===== config.mk =====
export PLATFORM = sky130hd
export DESIGN_NAME = lcd_write_ctrl_flat
export DESIGN_NICKNAME = d
export VERILOG_FILES = /design/src/rtl/lcd_write_ctrl_if.sv /design/src/rtl/lcd_write_ctrl.sv /design/src/flat_wrapper.sv
export SDC_FILE = /design/constraint.sdc
export NUM_CORES = 1
export LEC_CHECK = 0
export ABC_AREA = 1
export BUFFER_PORTS_ARGS = -buffer_cell sky130_fd_sc_hd__buf_2
export CAP_MARGIN = 5
export CORE_ASPECT_RATIO = 1.25
export CORE_MARGIN = 2
export CORE_UTILIZATION = 40
export CTS_CLUSTER_DIAMETER = 150
export DETAILED_ROUTE_END_ITERATION = 8
export SYNTH_ARGS = -nofsm -noshare
export SYNTH_HDL_FRONTEND = slang
export SYNTH_SLANG_ARGS = --single-unit

===== constraint.sdc =====
create_clock -name clk -period 5.7 [get_ports clk]
set_input_delay 0.855 -clock clk [delete_from_list [all_inputs] [get_ports clk]]
set_output_delay 0.855 -clock clk [all_outputs]
set_load 0.02 [all_outputs]

===== src/rtl/lcd_write_ctrl_if.sv =====
// Byte-write handshake between the game logic (master) and the LCD write controller (slave).
interface lcd_write_ctrl_if;
    logic       wr_valid;
    logic       wr_rs;
    logic [7:0] wr_data;
    logic       wr_ready;

    modport master (output wr_valid, output wr_rs, output wr_data, input wr_ready);
    modport slave  (input wr_valid, input wr_rs, input wr_data, output wr_ready);
endinterface


===== src/rtl/lcd_write_ctrl.sv =====
// HD44780 8-bit write-only sequencer: autonomous power-on init, then handshaked
// command/data writes with E setup/pulse/hold and execution delays in microsecond ticks.
module lcd_write_ctrl #(
    parameter int TICK_DIV      = 50,
    parameter int POWERON_US    = 15000,
    parameter int INIT_LONG_US  = 4100,
    parameter int INIT_SHORT_US = 100,
    parameter int CMD_US        = 40,
    parameter int CLEAR_US      = 1640,
    parameter int E_PULSE_US    = 1
) (
    input  logic              clk,
    input  logic              rst_n,
    lcd_write_ctrl_if.slave   wr,
    output logic              init_done,
    output logic              lcd_e,
    output logic              lcd_rs,
    output logic              lcd_rw,
    output logic [7:0]        lcd_db
);
    localparam int PW = $clog2(TICK_DIV);

    typedef enum logic [2:0] {PWR_WAIT, INIT_LOAD, SETUP, PULSE, HOLD, WAIT, IDLE} state_t;

    state_t        state_q, state_d;
    logic [PW-1:0] psc_q;
    logic [15:0]   dly_q, dly_ld, wait_q;
    logic [2:0]    k_q;
    logic          tick, expire, accept;

    assign tick     = (psc_q == PW'(TICK_DIV - 1));
    assign expire   = tick && (dly_q == '0);
    assign accept   = (state_q == IDLE) && wr.wr_valid;
    assign wr.wr_ready = (state_q == IDLE);
    assign lcd_rw   = 1'b0;

    // Init ROM: {db, wait in ticks}
    function automatic logic [23:0] rom(input logic [2:0] k);
        case (k)
            3'd0:    rom = {8'h30, 16'(INIT_LONG_US)};
            3'd1:    rom = {8'h30, 16'(INIT_SHORT_US)};
            3'd2:    rom = {8'h30, 16'(CMD_US)};
            3'd3:    rom = {8'h38, 16'(CMD_US)};
            3'd4:    rom = {8'h0C, 16'(CMD_US)};
            3'd5:    rom = {8'h01, 16'(CLEAR_US)};
            default: rom = {8'h06, 16'(CMD_US)};
        endcase
    endfunction

    always_comb begin
        state_d = state_q;
        case (state_q)
            PWR_WAIT:  if (expire) state_d = INIT_LOAD;
            INIT_LOAD: state_d = SETUP;
            SETUP:     if (expire) state_d = PULSE;
            PULSE:     if (expire) state_d = HOLD;
            HOLD:      if (expire) state_d = WAIT;
            WAIT:      if (expire) state_d = (!init_done && k_q != 3'd6) ? INIT_LOAD : IDLE;
            IDLE:      if (wr.wr_valid) state_d = SETUP;
            default:   state_d = PWR_WAIT;
        endcase
    end

    always_comb begin
        dly_ld = '0;
        case (state_d)
            PWR_WAIT: dly_ld = 16'(POWERON_US - 1);
            PULSE:    dly_ld = 16'(E_PULSE_US - 1);
            WAIT:     dly_ld = wait_q - 16'd1;
            default:  dly_ld = '0;
        endcase
    end

    always_ff @(posedge clk or negedge rst_n) begin
        if (!rst_n) begin
            state_q   <= PWR_WAIT;
            psc_q     <= '0;
            // Reset is itself the entry into PWR_WAIT, so the delay starts preloaded.
            dly_q     <= 16'(POWERON_US - 1);
            k_q       <= '0;
            wait_q    <= '0;
            init_done <= 1'b0;
            lcd_e     <= 1'b0;
            lcd_rs    <= 1'b0;
            lcd_db    <= '0;
        end else begin
            state_q <= state_d;
            if (state_d != state_q) begin
                psc_q <= '0;
                dly_q <= dly_ld;
            end else begin
                psc_q <= tick ? '0 : psc_q + 1'b1;
                if (tick && dly_q != '0) dly_q <= dly_q - 16'd1;
            end
            lcd_e <= (state_d == PULSE);
            if (state_q == INIT_LOAD) begin
                {lcd_db, wait_q} <= rom(k_q);
                lcd_rs           <= 1'b0;
            end
            if (accept) begin
                lcd_rs <= wr.wr_rs;
                lcd_db <= wr.wr_data;
                // Clear and return-home need the long execution time.
                wait_q <= (!wr.wr_rs && (wr.wr_data == 8'h01 || wr.wr_data == 8'h02))
                          ? 16'(CLEAR_US) : 16'(CMD_US);
            end
            if (state_q == WAIT && expire && !init_done) begin
                k_q <= k_q + 3'd1;
                if (k_q == 3'd6) init_done <= 1'b1;
            end
        end
    end
endmodule


===== src/flat_wrapper.sv =====
// flat-port wrapper written by rule: the top's interface ports become plain ports
module lcd_write_ctrl_flat 
#(
    parameter int TICK_DIV      = 50,
    parameter int POWERON_US    = 15000,
    parameter int INIT_LONG_US  = 4100,
    parameter int INIT_SHORT_US = 100,
    parameter int CMD_US        = 40,
    parameter int CLEAR_US      = 1640,
    parameter int E_PULSE_US    = 1
)
  (clk, rst_n, init_done, lcd_e, lcd_rs, lcd_rw, lcd_db, wr_wr_valid, wr_wr_rs, wr_wr_data, wr_wr_ready);
  lcd_write_ctrl_if wr_i ();
  input  logic clk;
  input  logic rst_n;
  output logic init_done;
  output logic lcd_e;
  output logic lcd_rs;
  output logic lcd_rw;
  output logic [7:0] lcd_db;
  input wire logic [$bits(wr_i.wr_valid)-1:0] wr_wr_valid;
  input wire logic [$bits(wr_i.wr_rs)-1:0] wr_wr_rs;
  input wire logic [$bits(wr_i.wr_data)-1:0] wr_wr_data;
  output wire logic [$bits(wr_i.wr_ready)-1:0] wr_wr_ready;
  assign wr_i.wr_valid = wr_wr_valid;
  assign wr_i.wr_rs = wr_wr_rs;
  assign wr_i.wr_data = wr_wr_data;
  assign wr_wr_ready = wr_i.wr_ready;
  lcd_write_ctrl #(.TICK_DIV(TICK_DIV), .POWERON_US(POWERON_US), .INIT_LONG_US(INIT_LONG_US), .INIT_SHORT_US(INIT_SHORT_US), .CMD_US(CMD_US), .CLEAR_US(CLEAR_US), .E_PULSE_US(E_PULSE_US)) u_core (.clk(clk), .rst_n(rst_n), .wr(wr_i), .init_done(init_done), .lcd_e(lcd_e), .lcd_rs(lcd_rs), .lcd_rw(lcd_rw), .lcd_db(lcd_db));
endmodule

== Word-level counts from Yosys, hierarchy flattened ==
Index checks and enable logic that the tools add are counted.

* Reduce and logical (&&, ||, !) cells: 18
* Equal/unequal tests: 19
* Add/subtract/negate cells: 4
* Mux-type cells: 21

{| class="wikitable"
|+ Operators with widths
! operator !! count
|-
| 22-bit case mux with 6 select lines || 1
|-
| 16-bit two-way mux || 4
|-
| 16-bit case mux with 2 select lines || 1
|-
| 16-bit by 1-bit subtractor with 16-bit output, second input constant || 2
|-
| 3-bit == test, second input constant || 7
|-
| 3-bit two-way mux || 7
|-
| 3-bit case mux with 7 select lines || 1
|-
| 16-bit zero test || 1
|-
| 8-bit two-way mux || 2
|-
| 16-bit nonzero test || 1
|-
| 3-bit by 2-bit == test with 1-bit output, second input constant || 5
|-
| 6-bit two-way mux || 2
|-
| 11-bit two-way mux || 1
|-
| 3-bit zero test || 3
|-
| 8-bit by 1-bit == test with 1-bit output, second input constant || 1
|-
| 8-bit by 2-bit == test with 1-bit output, second input constant || 1
|-
| 1-bit logical AND || 7
|-
| 6-bit by 1-bit adder with 6-bit output, second input constant || 1
|-
| 3-bit by 1-bit == test with 1-bit output, second input constant || 2
|-
| 6-bit == test, second input constant || 1
|-
| 2-bit nonzero test || 2
|-
| 3-bit by 1-bit adder with 3-bit output, second input constant || 1
|-
| 3-bit inequality test || 1
|-
| 3-bit inequality test, second input constant || 1
|-
| other kinds (4) || 6
|}

* Register bits: 55
* Bits of input ports: 12
* Word-level logic and storage cells: 71

== Depth between registers and ports, before layout ==
* Depth in word-level cells: 8
* Gate-level depth with buffers: 15

== Least setup slack after synthesis ==
OpenSTA, ideal clock, no wires.

* Kind: register -> register
* Start: register u_core.dly_q[0]
* End: register u_core.dly_q[14]
* Path buffers: 1
* Arrival: 1930 ps
* Data required time: 5583 ps
* Slack: 3652 ps
* Stages on the path, launching flop included: 14
* Path through: dfstp_2 -> inv_1 -> ha_1 -> nand3_1 -> nor2_4 -> nand3_2 -> inv_2 -> nand2_1 -> nand3_4 -> o21bai_4 -> nand3_4 -> buf_2 -> nand3_1 -> nand2_1

* Cells in the longest elaborated chain, start to end: 7

{| class="wikitable"
|+ Ends and longest elaborated chain
! element !! RTL line !! source
|-
| from (decl) || lcd_write_ctrl.sv:27 || <nowiki>logic [15:0] dly_q, dly_ld, wait_q;</nowiki>
|-
| from (signal assigned) || lcd_write_ctrl.sv:79 || <nowiki>dly_q <= 16'(POWERON_US - 1);</nowiki>
|-
| from (signal assigned) || lcd_write_ctrl.sv:90 || <nowiki>dly_q <= dly_ld;</nowiki>
|-
| from (signal assigned) || lcd_write_ctrl.sv:93 || <nowiki>if (tick && dly_q != '0) dly_q <= dly_q - 16'd1;</nowiki>
|-
| 16-bit zero test (*) || lcd_write_ctrl.sv:32 || <nowiki>assign expire = tick && (dly_q == '0);</nowiki>
|-
| 1-bit logical AND (*) || lcd_write_ctrl.sv:32 ||
|-
| 3-bit two-way mux (on tied branches) || n/a ||
|-
| 3-bit case mux with 7 select lines (*) || lcd_write_ctrl.sv:52 || <nowiki>case (state_q)</nowiki>
|-
| net u_core.state_d[2] || lcd_write_ctrl.sv:25 || <nowiki>state_t state_q, state_d;</nowiki>
|-
| 3-bit == test or 3-bit zero test (tied branches) || lcd_write_ctrl.sv:66 || <nowiki>case (state_d)</nowiki>
|-
| 16-bit case mux with 2 select lines || lcd_write_ctrl.sv:66 ||
|-
| 16-bit two-way mux || lcd_write_ctrl.sv:88 || <nowiki>if (state_d != state_q) begin</nowiki>
|}

The timed path passes the listed nets; every way through them passes the cells marked *. The select of a mux whose other input is x is not followed.
A chain may end at the register's enable or synchronous reset.

== Final worst setup path ==
* Start: register u_core.k_q[0]
* End: register u_core.dly_q[10]

* Cells in the longest elaborated chain, start to end: 8

{| class="wikitable"
|+ Ends and longest elaborated chain
! element !! RTL line !! source
|-
| from (decl) || lcd_write_ctrl.sv:28 || <nowiki>logic [2:0] k_q;</nowiki>
|-
| from (signal assigned) || lcd_write_ctrl.sv:108 || <nowiki>k_q <= k_q + 3'd1;</nowiki>
|-
| 3-bit inequality test (*) || lcd_write_ctrl.sv:58 || <nowiki>WAIT: if (expire) state_d = (!init_done && k_q != 3'd6) ? INIT_LOAD : IDLE;</nowiki>
|-
| 1-bit logical AND (*) || lcd_write_ctrl.sv:58 ||
|-
| 3-bit two-way mux (*) (2 in a row) || lcd_write_ctrl.sv:58 ||
|-
| 3-bit case mux with 7 select lines (*) || lcd_write_ctrl.sv:52 ||
|-
| net u_core.state_d[2] || lcd_write_ctrl.sv:25 ||
|-
| 3-bit == test or 3-bit zero test (tied branches) || lcd_write_ctrl.sv:66 ||
|-
| 16-bit case mux with 2 select lines || lcd_write_ctrl.sv:66 ||
|-
| 16-bit two-way mux || lcd_write_ctrl.sv:88 ||
|}

The timed path passes the listed nets; every way through them passes the cells marked *.

==> metrics.yaml <==
syn_nets: 390
synth_top_family_by_area: "simple AND/OR/NAND/NOR gates"
yosys.area_share.simple_pct: 34.53
first_pass_iters: 4
cts.sinks: 45
gr-total-overflow: 0
final_nets: 413
yosys-top-cells-area: "dfrtp_1 (31%), nand2_1 (12%), dfstp_2 (8.2%)"
setup_viol: 0
via_per_inst: 5.158
rows: 34
fillCellCount: 711
initial_core_util_pct: 41.45
p_per_area_nw_per_um2: 184.7
startpoint_type: "register"
cts_resized: 0
maxCapViolCount: 0
crit_fanout: 18
finalPower_w: 0.0005892
setup_tns_ps: 0
grt_pass1_wl_mm: 11.06
clk_pin_slew_ps: 90
port_buffers: 23
drtIter0Drc: 151
ys.flop_type: "dfrtp_1"
dieArea_um2: 7929
drv_slew: 0
grt_pass1_vias: 2342
cp-end-kind: "register"
rsz0062_at_grt: "false"
grt_use_total_pct: 17.64
worstHoldPathCells: 2
synth_mux_area_share_pct: 0.3894
vias: 2476
core_region_area_um2: 6977
required_ps: 5940
layout-drive-gt1-share_pct: 17.69
holdWs_ps: 484.4
io_pins: 25
fin_crit_ps: 2555
rrSetupSlack_ps: 3150
antenna_left: 0
finalWirelength_mm: 6.460
drc_errors: 0
ir_worst_vdd_mv: 0.1097
seq_area_frac_synth_pct: 39.33
status: "finished, final reports clean"
p_leak_nw: 1.650
yosysWarnings: 0
fin_crit_sh_pct: 44.82
fmax_mhz: 391.4
synth.distinct_cells: 41
final_cell_mix: "nand2_1 (93), nand3_1 (39), inv_1 (37), dfrtp_1 (36), nor2_1 (26)"
synth_async_sr_flop_share_pct: 100.0
chipHeight_um: 99.06
h-tree-depth: 2
postCtsHoldBufs: 0
clock-skew-final_ps: 9.608
synth_top_area_share_pct: 31.16
fp.dieW_um: 80.05
worstRegToRegCells: 11
cts_tree: "built"
worstSkewPairLatency_ps: 310
area_delta_synth_final_pct: 10.30
cts_root_buf: "clkbuf_8"
clockBufferDepth: 2
post_cts_buffers: 0
mostFrequentLayoutCell: "nand2_1"
ys_ff_latch: 45
tightest_slew_ps: 980.6
diodes: 0
grt_max_degree: 46
antenna_found_initial: 0
gp_congestion: 0.8354
synth_edf_count: 0
path_class: "reg2reg"
syn_area_um2: 2892
netlist_instances: 366
worstHoldPathType: "reg2reg"
hold_violations: 0
syn_avg_cell_area_um2: 7.900
avgRoutedWirePerCell_um: 13.46
cts_inserted_buffers: 5
yosys.area.top_type: "dfrtp_1"
synth-xor-area-share_pct: 4.543
dpl.hpwl_mm: 4.948
arrival_ps: 2800
relSlewSlack_pct: 34.63
yosys.area_share.adder_pct: 5.193
synth_compound_area_share_pct: 8.957
## power by group
part	leakage (nW)	switching, W	internal, W
Combinational	1.02	0.00000916	0.00000318
Clock	0.0585	0.000114	0.000143
Sequential	0.568	0	0.000319
## path summary, 6_finish.rpt
path	from	end
min in group asynchronous	rst_n	u_core.psc_q[2]
min reg2reg	u_core.dly_q[1]	u_core.dly_q[1]
max	u_core.k_q[0]	u_core.dly_q[10]
max reg2reg	u_core.k_q[0]	u_core.dly_q[10]
max in group asynchronous	rst_n	u_core.wait_q[10]
min	u_core.dly_q[1]	u_core.dly_q[1]
## flip-flops by register name, summed over array words and instances (netlist names)
| register | count |
|---|---|
| u_core.dly_q | 16 |
| u_core.lcd_db | 8 |
| u_core.psc_q | 6 |
| u_core.wait_q | 6 |
| u_core.k_q | 3 |
| u_core.state_q | 3 |
| u_core.init_done | 1 |
| u_core.lcd_e | 1 |
| u_core.lcd_rs | 1 |
## metrics by stage
step	std cells	util, %	setup slack, ps	instance area, um^2
2_1_floorplan	366	-	3652	2892
3_3_place_gp	472	44.05	3223	3073
3_5_place_dp	472	44.05	3131	3073
4_1_cts	480	45.71	3127	3189
5_1_grt	480	45.71	2905	3189
6_report	480	45.71	3145	3189
## cell families (layout without fill, tap and decap cells)
family | count (synthesis) | count (layout)
simple gates | 204 | 204
buf+inv | 48 | 72
flops | 45 | 45
compound gates | 40 | 40
xor+xnor | 15 | 15
fa+ha+maj | 12 | 12
other cells | 1 | 1
mux | 1 | 1
## critical path: stages (launching register included)
cell,delay [ps]
dfrtp_1,440
inv_1,90
ha_1,220
a21oi_1,300
nand4_1,150
nand2_2,120
nand3_4,100
o21bai_4,410
nand3_4,280
inv_2,250
nand2_1,70
nand2_1,70
## cell type report
class / count / area [um^2] / area share (%)
Clock buffer: 7 / 86.33 / 2.707
Timing Repair Buffer: 23 / 115.1 / 3.609
Clock inverter: 1 / 30.03 / 0.9415
Sequential cell: 45 / 1137 / 35.66
Tap cell: 90 / 112.6 / 3.531
Inverter: 41 / 153.9 / 4.825
Multi-Input combinational cell: 273 / 1554 / 48.72
## layer usage
layer  wire [um]  track usage, %
met5           0               0
met4         124           6.519
met3         257           2.839
met2        3239           29.55
met1        2838           22.78
## synthesized netlist by cell type, types with 6 or more instances
cell type	instances
ha_1	12
o211ai_1	6
dfstp_2	9
nand2_1	93
nor2_2	10
dfrtp_1	36
o21ai_0	9
nand3_1	39
nand4_1	8
inv_1	37
nor2_1	26
a21oi_1	6
xor2_1	13
o21ai_1	7
No activity file was read; power rests on OpenSTA's default activity.
